### config.mk
export PLATFORM = sky130hd
export DESIGN_NAME = and_ary_seq_flat
export DESIGN_NICKNAME = d
export VERILOG_FILES = /design/src/rtl/and_ary_seq_if.sv /design/src/rtl/and_ary_seq.sv /design/src/flat_wrapper.sv
export SDC_FILE = /design/constraint.sdc
export NUM_CORES = 1
export LEC_CHECK = 0
export BUFFER_PORTS_ARGS = -buffer_cell sky130_fd_sc_hd__buf_2
export CORE_ASPECT_RATIO = 0.7
export CORE_MARGIN = 2
export CORE_UTILIZATION = 30
export DETAILED_ROUTE_END_ITERATION = 8
export GPL_ROUTABILITY_DRIVEN = 0
export MAX_ROUTING_LAYER = met4
export PLACE_DENSITY_LB_ADDON = 0.08
export SETUP_SLACK_MARGIN = 0.5
export SLEW_MARGIN = 20
export SYNTH_ARGS = -nofsm -noshare
export SYNTH_HDL_FRONTEND = slang
export SYNTH_SLANG_ARGS = --single-unit
### constraint.sdc
create_clock -name clk -period 4.2 [get_ports clk]
set_clock_uncertainty 0.05 [all_clocks]
set_input_delay 1.26 -clock clk [delete_from_list [all_inputs] [get_ports clk]]
set_output_delay 1.26 -clock clk [all_outputs]
set_load 0.05 [all_outputs]
### src/rtl/and_ary_seq_if.sv
// Operand/result handshake bundle for and_ary_seq.
// master = producer/consumer side, slave = controller side.
interface and_ary_seq_if #(
  parameter int N = 16,
  parameter int W = 4
);
  localparam int BW = $clog2(N / W) + 1;

  logic          in_valid;
  logic          in_ready;
  logic [N-1:0]  a;
  logic [N-1:0]  b;
  logic          out_valid;
  logic          out_ready;
  logic          d0;
  logic [BW-1:0] beats;
  logic          busy;

  modport master (
    output in_valid, a, b, out_ready,
    input  in_ready, out_valid, d0, beats, busy
  );

  modport slave (
    input  in_valid, a, b, out_ready,
    output in_ready, out_valid, d0, beats, busy
  );
endinterface

### src/rtl/and_ary_seq.sv
// Sequential AND-of-pairs reducer: one W-pair slice per cycle,
// accumulated over N/W beats with optional early exit on zero.
module and_ary_seq #(
  parameter int N          = 16,
  parameter int W          = 4,
  parameter bit EARLY_EXIT = 1'b1
) (
  input logic       clk,
  input logic       rst,
  and_ary_seq_if.slave io
);
  localparam int NB = N / W;
  localparam int IW = (NB > 1) ? $clog2(NB) : 1;
  localparam int BW = $clog2(NB) + 1;

  typedef enum logic [1:0] {
    IDLE,
    RUN,
    DONE
  } state_t;

  state_t        state;
  state_t        state_nx;
  logic [N-1:0]  a_r;
  logic [N-1:0]  b_r;
  logic          acc;
  logic [IW-1:0] idx;
  logic [BW-1:0] beats_r;
  logic          d0_r;
  logic          ov_r;

  logic slice;
  logic acc_nx;
  logic last;
  logic stop;
  logic take;
  logic give;

  // pick the W-pair slice addressed by idx and AND-reduce it
  always_comb begin
    slice = 1'b0;
    for (int k = 0; k < NB; k++) begin
      if (idx == IW'(k)) begin
        slice = &(a_r[k*W +: W] & b_r[k*W +: W]);
      end
    end
  end

  assign acc_nx = acc & slice;
  assign last   = (idx == IW'(NB - 1));
  assign stop   = last | (EARLY_EXIT & ~acc_nx);
  assign take   = io.in_valid & (state == IDLE);
  assign give   = ov_r & io.out_ready;

  // state register
  always_ff @(posedge clk) begin
    if (rst) state <= IDLE;
    else     state <= state_nx;
  end

  // next-state selection
  always_comb begin
    state_nx = state;
    unique case (state)
      IDLE:    if (take) state_nx = RUN;
      RUN:     if (stop) state_nx = DONE;
      DONE:    if (give) state_nx = IDLE;
      default: state_nx = IDLE;
    endcase
  end

  // operand capture, slice accumulation and result registers
  always_ff @(posedge clk) begin
    if (rst) begin
      a_r     <= '0;
      b_r     <= '0;
      acc     <= 1'b1;
      idx     <= '0;
      beats_r <= '0;
      d0_r    <= 1'b0;
      ov_r    <= 1'b0;
    end else begin
      case (state)
        IDLE: begin
          if (take) begin
            a_r     <= io.a;
            b_r     <= io.b;
            acc     <= 1'b1;
            idx     <= '0;
            beats_r <= '0;
          end
        end
        RUN: begin
          acc     <= acc_nx;
          beats_r <= beats_r + 1'b1;
          idx     <= idx + 1'b1;
          if (stop) begin
            d0_r <= acc_nx;
            ov_r <= 1'b1;
          end
        end
        DONE: begin
          if (give) ov_r <= 1'b0;
        end
        default: ;
      endcase
    end
  end

  assign io.in_ready  = (state == IDLE);
  assign io.busy      = (state != IDLE);
  assign io.out_valid = ov_r;
  assign io.d0        = d0_r;
  assign io.beats     = beats_r;
endmodule

### src/flat_wrapper.sv
// flat-port wrapper written by rule: the top's interface ports become plain ports
module and_ary_seq_flat 
#(
  parameter int N          = 16,
  parameter int W          = 4,
  parameter bit EARLY_EXIT = 1'b1
)
  (clk, rst, io_in_valid, io_a, io_b, io_out_ready, io_in_ready, io_out_valid, io_d0, io_beats, io_busy);
  and_ary_seq_if #(.N(N), .W(W)) io_i ();
  input logic clk;
  input logic rst;
  input wire logic [$bits(io_i.in_valid)-1:0] io_in_valid;
  input wire logic [$bits(io_i.a)-1:0] io_a;
  input wire logic [$bits(io_i.b)-1:0] io_b;
  input wire logic [$bits(io_i.out_ready)-1:0] io_out_ready;
  output wire logic [$bits(io_i.in_ready)-1:0] io_in_ready;
  output wire logic [$bits(io_i.out_valid)-1:0] io_out_valid;
  output wire logic [$bits(io_i.d0)-1:0] io_d0;
  output wire logic [$bits(io_i.beats)-1:0] io_beats;
  output wire logic [$bits(io_i.busy)-1:0] io_busy;
  assign io_i.in_valid = io_in_valid;
  assign io_i.a = io_a;
  assign io_i.b = io_b;
  assign io_i.out_ready = io_out_ready;
  assign io_in_ready = io_i.in_ready;
  assign io_out_valid = io_i.out_valid;
  assign io_d0 = io_i.d0;
  assign io_beats = io_i.beats;
  assign io_busy = io_i.busy;
  and_ary_seq #(.N(N), .W(W), .EARLY_EXIT(EARLY_EXIT)) u_core (.clk(clk), .rst(rst), .io(io_i));
endmodule
---- Yosys cells after proc, flatten, opt, wreduce, memory -nomap -nowiden ----
Index checks and enable logic that the tools add are counted.
Widths: inputs -> output; s select.
cells by class
  add/subtract/negate cells ............... 2
  equal/unequal tests ..................... 8
  mux-type cells .......................... 17
  bitwise gates (word level) .............. 9
  reductions and logical operators ........ 14
operators with widths
  kind                 number
  $and 4x4->4          4
  $reduce_and 4->1     4
  $mux 2               4
  $mux 1               7
  $eq 2x2->1 const B   3
  $ne 2x1->1 const B   3
  $pmux 2 s3           1
  $pmux 3 s2           1
  $reduce_and 2->1     3
  $reduce_and 3->1     2
  $reduce_bool 2->1    3
  $eq 2x1->1 const B   2
  $logic_not 2->1      2
  $pmux 1 s2           2
  $pmux 2 s2           1
  $add 3x1->3 const B  1
  $and 1x1->1          3
  $mux 3               1
  $add 2x1->2 const B  1
  $not 1->1            1
  $or 1x1->1           1
word-level totals
  flip-flop bits (word level) ............. 42
  input port bits ......................... 36
  output and inout port bits .............. 7
  word-level logic and storage cells ...... 58

---- Logic depth before layout (Yosys ltp) ----
Gate-level depths: netlist of the first run.
  word-level depth ........................ 11
  mapped depth ............................ 6
  mapped depth without buffers ............ 6

---- Worst setup path before layout of the first run ----
OpenSTA, ideal clock, no wires.
  kind .................................... register to output
  start ................................... register u_core.state[1]
  end ..................................... output io_busy
  arrival ................................. 1,582 ps
  data required time ...................... 2,890 ps
  slack ................................... 1,308 ps
  cell stages (with the launch flop) ...... 3
  path buffers ............................ 0
  cells stage by stage .................... dfxtp_1 > nor2_1 > inv_1
between the ends
  cells in the longest elaborated chain, start to end .. 1
ends and longest elaborated chain
  item                    RTL line            source
  from (decl)             and_ary_seq.sv:22   state_t state;
  from (signal assigned)  and_ary_seq.sv:58   else state <= state_nx;
  $reduce_bool 2->1       and_ary_seq.sv:111  assign io.busy = (state != IDLE);
  to (decl)               flat_wrapper.sv:20  output wire logic [$bits(io_i.busy)-1:0] io_busy;
Every way passes these cells.

---- Worst setup path in the final report of the first run ----
  start ................................... register u_core.state[1]
  end ..................................... output io_in_ready
between the ends
  cells in the longest elaborated chain, start to end .. 1
ends and longest elaborated chain
  item             RTL line            source
  $logic_not 2->1  and_ary_seq.sv:110  assign io.in_ready = (state == IDLE);
  to (decl)        flat_wrapper.sv:16  output wire logic [$bits(io_i.in_ready)-1:0] io_in_ready;
Every way passes these cells.

==> results.md, run 1 <==
* Dpl hpwl at 2750 µm
* CP max stage delay at 0.38 ns
* Delay-heaviest family, CP: flip-flops
* Final cell count without fillers at 328
* Post-Synth XOR/XNOR Area at 0%
* Worst Path Max Fanout at 6
* Starting Density at 30.6%
* Hold_sp: u_core.b_r[7]
* Top-area cell type share of the netlist area at 48.7%
* Final antenna-violating net count at 0
* Register area share after synthesis at 48.7%
* Port bufs at 42
* Placed insts at 321
* Number of global-route vias before repair at 1,412
* CTS tree: done
* Post-synthesis simple-gate area fraction at 25.9%
* Tcrit/Tclk final at 59.8%
* Clk slew on worst S/H paths at 0.08 ns
* Cell row count at 23
* Area growth from synthesis to layout at 19.0%
* Worst slew pin tran at 0.680 ns
* Total CTS buffers at 5
* Die width at 94.7 µm
* Cell accounting for the most synthesized area: dfxtp_1
* DR pass1 iterations at 4
* Post-CTS setup buffers at 0
* Worst vdd ir at 0.151 mV
* First-pass GRT wire length at 6710 µm
* Crit Path Class: flip-flop to output port
* Core ar. at 5640 µm²
* Detailed Route Iter0 Violations at 104
* CTS root buf: clkbuf_8
* EDFF count, synth at 0
* Synth warn at 0
* Reg2Reg Setup Slack at 2.51 ns
* Pwr Density at 393 nW/µm²
* Commonest non-fill, non-tap cells in the layout: nand2_1 (68), buf_2 (42), dfxtp_1 (42)
* Mapped Nets at 256
* R2r endpoint: u_core.acc
* Met3 Track Usage GR at 4.13%
* Wirelength per Cell at 12.1 µm
* Mapped cell area at 1730 µm²
* Worst Path Arrival at 1.20 ns
* Met2 Usage GRT at 20.7%
* Status: completed
* Layout cell share with drive strength beyond 1 at 22.1%
* Io pins at 43
* Syn_area_per_cell at 8.04 µm²
* Hold Path Class: flip-flop to flip-flop
* Vias per inst at 4.63
* GRT Residual Overflow at 0
* R2R cell count at 6
* Clk sinks at 42
* Synth Flop Type: dfxtp_1
* N_diodes at 0
* RSZ-0062 raised after global routing: false
* Largest net degree at the start of global routing at 36
* Hold Crit Depth at 2
* GRT Max-Usage Layer: met2
* Setup TNS at 0 ns
* Post-cts gate resize count at 0
* Max Root-Sink Buffers at 2
* Crit path buffers/inverters at 1
* Synth Area in Compound Gates at 16.4%
* Setup violators final at 0
* Initial antenna violation count at 0
* Leak Pwr at 0.842 nW
* Fmax achieved at 398 MHz
* Adder-cell share of the synthesized area at 3.62%
* Critical path's slowest cell: dfxtp_1
* Startpoint type of the worst setup path: flip-flop
* Asr flop ratio synth at 0%
* Final net count at 294
* Overall Global Routing Usage at 14.1%
* Die area at 6390 µm²
* Hold Buf Count CTS at 0
* Worst r2r src: u_core.idx[0]
* Crit-path cells: nor2_1, buf_2
* Final slew viol count at 0
* Mapped Cells at 215
* Final Hold Viols at 0
* H-Tree Level Count at 2
* Critical path origin: u_core.state[1]
* Synth area leaders: dfxtp_1 (49%), nand2_1 (15%), a21oi_1 (11%)
* Leading cell type in the layout, fill and taps excluded: nand2_1
* Yosys reg bits at 42
* Mux share of post-synthesis cell area at 0%
* Clk Latency, worst-skew pair at 0.29 ns
* Worst hold path endpoint: u_core.b_r[7]
* Routed via count at 1,517
* Post-synth cell types at 30
* Critical Path RT at 2.89 ns
* Relative slew slack at 54.5%
* Crit. End Element: output port
* Die Height at 67.5 µm
* Max cap viols at 0
* WL final at 3970 µm
* Largest family of logic cells by synthesized area: simple AND/OR/NAND/NOR gates
* Number of remaining DRC errors at 0
* Met1 Resource Use GR at 18.8%
* Fin crit period at 2.51 ns
==> layout make-up <==
cell class                 instances  area, µm²
tap                               75       93.8
inverter                           7       26.3
multi-input combinational        153        792
sequential                        42        841
fill                             628       3580
timing repair buffer              44        225
clock buffer                       5       68.8
clock inverter                     2       10.0
==> where the power goes <==
part	internal, mW	switching (mW)	total [mW]
Sequential	0.426	0.0176	0.443
Clock	0.112	0.134	0.246
Combinational	0.0416	0.0781	0.120
Total	0.579	0.230	0.809
==> routing by layer <==
metal | part of all wire [%] | up-vias | routed length, µm
li1 | - | 793 | -
met1 | 52 | 691 | 2080
met2 | 41 | 31 | 1640
met3 | 5.6 | 2 | 222
met4 | 0.68 | 0 | 27
met5 | 0 | - | 0
==> cells by family (layout without fill, tap and decap cells) <==
logic type | Yosys count | in the layout
simple gates | 99 | 99
compound gates | 49 | 49
flops | 42 | 42
fa+ha+maj | 5 | 5
buf+inv | 20 | 58
==> sequential cells by signal, summed over array words and instances, names as in the netlist <==
register,count
u_core.a_r,16
u_core.b_r,16
u_core.io.beats,3
u_core.idx,2
u_core.state,2
u_core.acc,1
u_core.io.d0,1
u_core.io.out_valid,1
==> worst max path at each step <==
stage	to	depth (start not counted)
floorplan	io_busy	2
global placement	u_core.io.beats[2]	6
detailed placement	u_core.io.beats[2]	6
CTS	io_in_ready	2
global route	io_in_ready	2
finish	io_in_ready	2
==> synth_stat cells, types with 2 or more instances <==
cell,number
a211o_1,2
nand2b_1,2
nor3_1,2
ha_1,5
clkbuf_1,2
o21ai_0,3
nand3_1,4
a21oi_1,38
nor2_1,8
buf_4,3
nand2_1,68
buf_2,6
nand4_1,8
inv_1,7
dfxtp_1,42
==> worst register-to-register path, stage by stage, from the launching register on <==
cell and delay [ns]:
dfxtp_1 0.40, inv_1 0.09, ha_1 0.27, nand2_1 0.09, nor3_1 0.06, o311ai_1 0.46, nand3_1 0.13
==> stage by stage <==
step	hold WS (ns)	util [%]	instance area [µm²]	setup slack (ns)	total power, mW
after floorplan	0.386	-	1730	1.31	0.539
after global placement	0.395	35.1	1980	1.75	0.575
after detailed placement	0.399	35.1	1980	1.74	0.575
after CTS	0.411	36.5	2060	1.67	0.825
after global routing	0.431	36.5	2060	1.59	0.861
final	0.409	36.5	2060	1.69	0.809
Power figures use the tool's default switching activity.
==> run 2: changes to the inputs <==
Clock period 4.2 ns to 2.6 ns, I/O delays scaled along.
==> run 2 against run 1 <==
  * Setup slack worse by 1.1 ns
  * Core utilization increased by 0.49 points
  * Critical path depth grew 1
  * Via count is the same
  * Clock power increased by 74%
  * First-iteration DRC count is 53% lower
  * Total power up 66%
  * Sequential share of layout area fell by 0.54 points
==> results.md, run 2 (synthesis gave the netlist of run 1 again) <==
* Setup violators final at 0 (unchanged)
* Max Root-Sink Buffers at 2 (unchanged)
* First-pass GRT wire length at 6580 µm (was 6710 µm)
* Critical path origin: u_core.state[1] (unchanged)
* Critical Path RT at 1.77 ns (was 2.89 ns)
* RSZ-0062 raised after global routing: false (unchanged)
* Hold Path Class: flip-flop to flip-flop (unchanged)
* WHS at 0.407 ns (was 0.409 ns)
* Crit Path Class: flip-flop to output port (unchanged)
* Io pins at 43 (unchanged)
* Fmax achieved at 506 MHz
* Startpoint type of the worst setup path: flip-flop (unchanged)
* GRT Residual Overflow at 0 (unchanged)
* Detailed Route Iter0 Violations at 49 (was 104)
* R2r endpoint: u_core.io.out_valid (was u_core.acc)
* WL final at 3990 µm (was 3970 µm)
* Wirelength per Cell at 12.1 µm (about the same)
* Initial antenna violation count at 0 (unchanged)
* Number of global-route vias before repair at 1,382 (was 1,412)
* Placed insts at 321 (unchanged)
* Placed Area at 1990 µm² (was 1980 µm²)
* CP max stage delay at 0.47 ns (was 0.38 ns)
* Setup TNS at 0 ns (unchanged)
* Total CTS buffers at 5 (unchanged)
* Number of remaining DRC errors at 0 (unchanged)
* R2R cell count at 5 (was 6)
* Final net count at 294 (unchanged)
* Fin crit period at 1.97 ns
* Clk slew on worst S/H paths at 0.08 ns (about the same)
* Delay-heaviest family, CP: flip-flops (unchanged)
* Final Hold Viols at 0 (unchanged)
* Core ar. at 5640 µm² (unchanged)
* Reg2Reg Setup Slack at 0.91 ns (was 2.51 ns)
* Die area at 6390 µm² (unchanged)
* Post-cts gate resize count at 0 (unchanged)
* Routed via count at 1,517 (unchanged)
* Worst Path Max Fanout at 6 (unchanged)
* Cell row count at 23 (unchanged)
* CTS tree: done (unchanged)
* Critical path's slowest cell: dfxtp_1 (unchanged)
* Relative slew slack at 54.4% (was 54.5%)
* Worst r2r src: u_core.idx[0] (unchanged)
* Critical path depth at 3 (was 2)
* Port bufs at 42 (unchanged)
* Worst slew pin tran at 0.681 ns (was 0.680 ns)
* Crit path buffers/inverters at 2 (was 1)
* Crit-path cells: nor2_2, inv_1, buf_2 (was nor2_1, buf_2)
* Worst Setup EP: io_busy (was io_in_ready)
* DR pass1 iterations at 4 (unchanged)
* Uppermost layer routed: met4 (unchanged)
* Die Height at 67.5 µm (unchanged)
* Leak Pwr at 0.851 nW (was 0.842 nW)
* Worst vdd ir at 0.248 mV (was 0.151 mV)
* Overall Global Routing Usage at 13.9% (was 14.1%)
* Dpl hpwl at 2790 µm (was 2750 µm)
* H-Tree Level Count at 2 (unchanged)
* Pwr Density at 645 nW/µm² (was 393 nW/µm²)
* Final cell count without fillers at 329 (was 328)
* WL met2 at 1590 µm (was 1640 µm)
* Fillers at 636 (was 628)
* Final slew viol count at 0 (unchanged)
* Final antenna-violating net count at 0 (unchanged)
* Area growth from synthesis to layout at 20.6% (was 19.0%)
* Worst Path Arrival at 1.14 ns (was 1.20 ns)
* Max cap viols at 0 (unchanged)
* Hold Buf Count CTS at 0 (unchanged)
* Leading cell type in the layout, fill and taps excluded: nand2_1 (unchanged)
* Met1 wire length at 2120 µm (was 2080 µm)
* Tcrit/Tclk final at 76.0%
* Status: completed (unchanged)
* Vias per inst at 4.61 (was 4.63)
* Die width at 94.7 µm (unchanged)
* Post-CTS setup buffers at 0 (unchanged)
* Routed wl met3 at 220 µm (was 222 µm)
* Crit. End Element: output port (unchanged)
* Starting Density at 30.6% (unchanged)
* CTS root buf: clkbuf_8 (unchanged)
* Clk sinks at 42 (unchanged)
* Commonest non-fill, non-tap cells in the layout: nand2_1 (68), buf_2 (42), dfxtp_1 (42) (unchanged)
* Total power at 1.35 mW (was 809 µW)
* Clk Latency, worst-skew pair at 0.29 ns (about the same)
* Fin area at 2080 µm² (was 2060 µm²)
* Largest net degree at the start of global routing at 36 (unchanged)
* N_diodes at 0 (unchanged)
* Layout cell share with drive strength beyond 1 at 22.4% (was 22.1%)
==> run 2: power breakdown <==
group / internal [mW] / leakage, nW / switching (mW)
Combinational: 0.0723 / 0.458 / 0.129
Sequential: 0.688 / 0.344 / 0.0285
Clock: 0.214 / 0.0482 / 0.214
==> run 2: per-layer routing <==
metal,global-route usage [%],vias to the layer above
met5,-,-
met4,4.71,0
met3,3.79,6
met2,18.9,36
met1,19.6,674
li1,-,801
==> run 2: cell type report <==
cell class | instances | area [µm²] | share of cell area (%)
Multi-Input combinational cell | 153 | 795 | 38.1
Inverter | 7 | 26.3 | 1.26
Clock buffer | 7 | 86.3 | 4.14
Clock inverter | 1 | 5.00 | 0.240
Tap cell | 75 | 93.8 | 4.50
Sequential cell | 42 | 841 | 40.3
Timing Repair Buffer | 44 | 238 | 11.4
==> run 2: how the worst min path moves through the flow <==
stage                   startpoint             end  slack (ns)  depth (start not counted)
floorplan            u_core.a_r[0]   u_core.a_r[0]        0.39                          2
global route         u_core.b_r[3]   u_core.b_r[3]        0.43                          2
global placement    u_core.b_r[13]  u_core.b_r[13]        0.40                          2
CTS                  u_core.a_r[0]   u_core.a_r[0]        0.41                          2
finish              u_core.b_r[11]  u_core.b_r[11]        0.41                          2
detailed placement   u_core.a_r[0]   u_core.a_r[0]        0.40                          2
==> run 2: worst min-delay path, delay by kind of cell (launching register included) <==
family | cells | cell delay, ns
compound gates | 1 | 0.05
simple gates | 1 | 0.05
flops | 1 | 0.31
==> run 2: stage by stage <==
stage | util (%) | worst slack, ns
detailed placement | 35.3 | 0.641
global placement | 35.3 | 0.616
CTS | 37.0 | 0.608
floorplan | - | 0.522
finish | 37.0 | 0.625
global route | 37.0 | 0.519
==> run 3: changes to the inputs <==
Clock period 2.6 ns to 1.7 ns, I/O delays scaled along.
==> run 3 against run 2 <==
  * Sequential cell count stayed put
  * Largest cell class is now multi-input combinational cells
  * Critical path depth stayed put
  * Clock power is 67% higher
  * Non-clock buffer count is 19 higher
  * Global-route usage is 1.6 points higher
  * Die area stayed put
  * Via count is 5.1% higher
  * Cell area is 23% higher
  * Wire length is 13% higher
  * Core utilization is 8.4 points higher
  * Sequential share of layout area is 6.5 points lower
  * Final cell count is 5.8% higher
==> results.md, run 3 (synthesis gave the netlist of run 1 again) <==
* Status: completed (unchanged)
* Fin crit period at 1.59 ns
* Fillers at 608 (was 636)
* R2R cell count at 6 (was 5)
* H-Tree Level Count at 2 (unchanged)
* Worst vdd ir at 0.368 mV (was 0.248 mV)
* Post-layout utilization of the core at 45.3% (was 37.0%)
* Max Root-Sink Buffers at 2 (unchanged)
* CTS root buf: clkbuf_8 (unchanged)
* WL final at 4510 µm (was 3990 µm)
* Pwr Density at 892 nW/µm² (was 645 nW/µm²)
* Vias per inst at 4.58 (was 4.61)
* Cell row count at 23 (unchanged)
* Crit. End Element: output port (unchanged)
* Hold_sp: io_b[5] (was u_core.b_r[11])
* Relative slew slack at 73.9% (was 54.4%)
* Setup TNS at 0 ns (unchanged)
* Critical Path RT at 1.14 ns (was 1.77 ns)
* Crit Path Class: flip-flop to output port (unchanged)
* Final net count at 313 (was 294)
* Startpoint type of the worst setup path: flip-flop (unchanged)
* Clk sinks at 42 (unchanged)
* Detailed Route Iter0 Violations at 62 (was 49)
* DR pass1 iterations at 4 (unchanged)
* Max cap viols at 0 (unchanged)
* Clk Latency, worst-skew pair at 0.29 ns (about the same)
* N_diodes at 0 (unchanged)
* Area growth from synthesis to layout at 48.0% (was 20.6%)
* Final antenna-violating net count at 0 (unchanged)
* Number of global-route vias before repair at 1,483 (was 1,382)
* Final Hold Viols at 0 (unchanged)
* Io pins at 43 (unchanged)
* Fmax achieved at 630 MHz
* Setup violators final at 0 (unchanged)
* Worst hold path endpoint: u_core.b_r[5] (was u_core.b_r[11])
* Clk slew on worst S/H paths at 0.08 ns (about the same)
* RSZ-0062 raised after global routing: true (was false)
* Core ar. at 5640 µm² (unchanged)
* Port bufs at 42 (unchanged)
* CTS tree: done (unchanged)
* Hold Path Class: input pin to flip-flop (was flip-flop to flip-flop)
* Final slew viol count at 0 (unchanged)
* Worst Path Max Fanout at 3 (was 6)
* Tcrit/Tclk final at 93.4%
* Fin area at 2560 µm² (was 2080 µm²)
* First-pass GRT wire length at 7180 µm (was 6580 µm)
* WHS at 0.397 ns (was 0.407 ns)
* R2r endpoint: u_core.state[1] (was u_core.io.out_valid)
* Commonest non-fill, non-tap cells in the layout: nand2_1 (68), buf_2 (35), dfxtp_1 (33) (was nand2_1 (68), buf_2 (42), dfxtp_1 (42))
* Largest net degree at the start of global routing at 36 (unchanged)
* Leak Pwr at 1.02 nW (was 0.851 nW)
* Worst Path Arrival at 1.03 ns (was 1.14 ns)
* Hold Crit Depth at 3 (was 2)
* Reg2Reg Setup Slack at 0.15 ns (was 0.91 ns)
* Overall Global Routing Usage at 15.5% (was 13.9%)
* Placed Area at 2120 µm² (was 1990 µm²)
* Wirelength per Cell at 13.0 µm (was 12.1 µm)
* Die width at 94.7 µm (unchanged)
* Worst slew pin tran at 0.392 ns (was 0.681 ns)
* Total CTS buffers at 5 (unchanged)
* Initial antenna violation count at 0 (unchanged)
* GRT Residual Overflow at 0 (unchanged)
* Worst r2r src: u_core.idx[1] (was u_core.idx[0])
* Die area at 6390 µm² (unchanged)
* Dpl hpwl at 2980 µm (was 2790 µm)
* Starting Density at 30.6% (unchanged)
* Routed via count at 1,594 (was 1,517)
* Layout cell share with drive strength beyond 1 at 41.0% (was 22.4%)
* Leading cell type in the layout, fill and taps excluded: nand2_1 (unchanged)
* Die Height at 67.5 µm (unchanged)
* Number of remaining DRC errors at 0 (unchanged)
run 3: how the worst max path moves through the flow:
stage                         start            to  depth (start not counted)  slack (ns)
detailed placement    u_core.idx[1]    u_core.acc                          6        0.13
floorplan           u_core.state[1]       io_busy                          2        0.14
CTS                 u_core.state[0]       io_busy                          3        0.12
finish              u_core.state[0]       io_busy                          3        0.11
global placement      u_core.idx[0]  u_core.io.d0                          6        0.18
global route          u_core.idx[0]  u_core.io.d0                          6        0.05
run 3: worst max-delay path, stage by stage, from the launching register on:
cell     delay, ns
dfxtp_4       0.36
nor2_4        0.17
inv_2         0.05
buf_6         0.15
run 3: where the power goes:
group / switching (mW) / internal, mW
clock network: 0.339 / 0.373
registers: 0.0454 / 1.05
logic: 0.251 / 0.222
total: 0.635 / 1.65
run 3: cell type report:
| cell class | count | area, µm² | area share (%) |
|---|---|---|---|
| multi-input cells | 153 | 950 | 37.1 |
| clock buffers | 6 | 93.8 | 3.67 |
| well taps | 75 | 93.8 | 3.67 |
| clock inverters | 2 | 10.0 | 0.391 |
| inverters | 7 | 31.3 | 1.22 |
| repair buffers | 63 | 514 | 20.1 |
| flip-flops and latches | 42 | 865 | 33.8 |
run 3: stage by stage:
stage	setup slack, ns	std cells	power, mW
global route	0.0546	348	2.40
global placement	0.178	326	1.47
CTS	0.118	345	2.28
floorplan	0.144	215	1.36
detailed placement	0.130	326	1.47
finish	0.113	348	2.28
run 3: routing by layer:
metal  vias to the layer above  track usage (%)  routed length [µm]
li1                        842                -                   -
met1                       720             19.9                2290
met2                        27             24.2                2000
met3                         5             3.79                 176
met4                         0             4.89                  42
met5                         -                -                   0
run 3: timing repair:
item                                    CTS  global route
pin swaps                                 6             3
buffers inserted                          9             3
endpoints found under the setup margin   47            49
gates resized for setup                  36            19
gates cloned                              2             0
hold buffers                              0             0
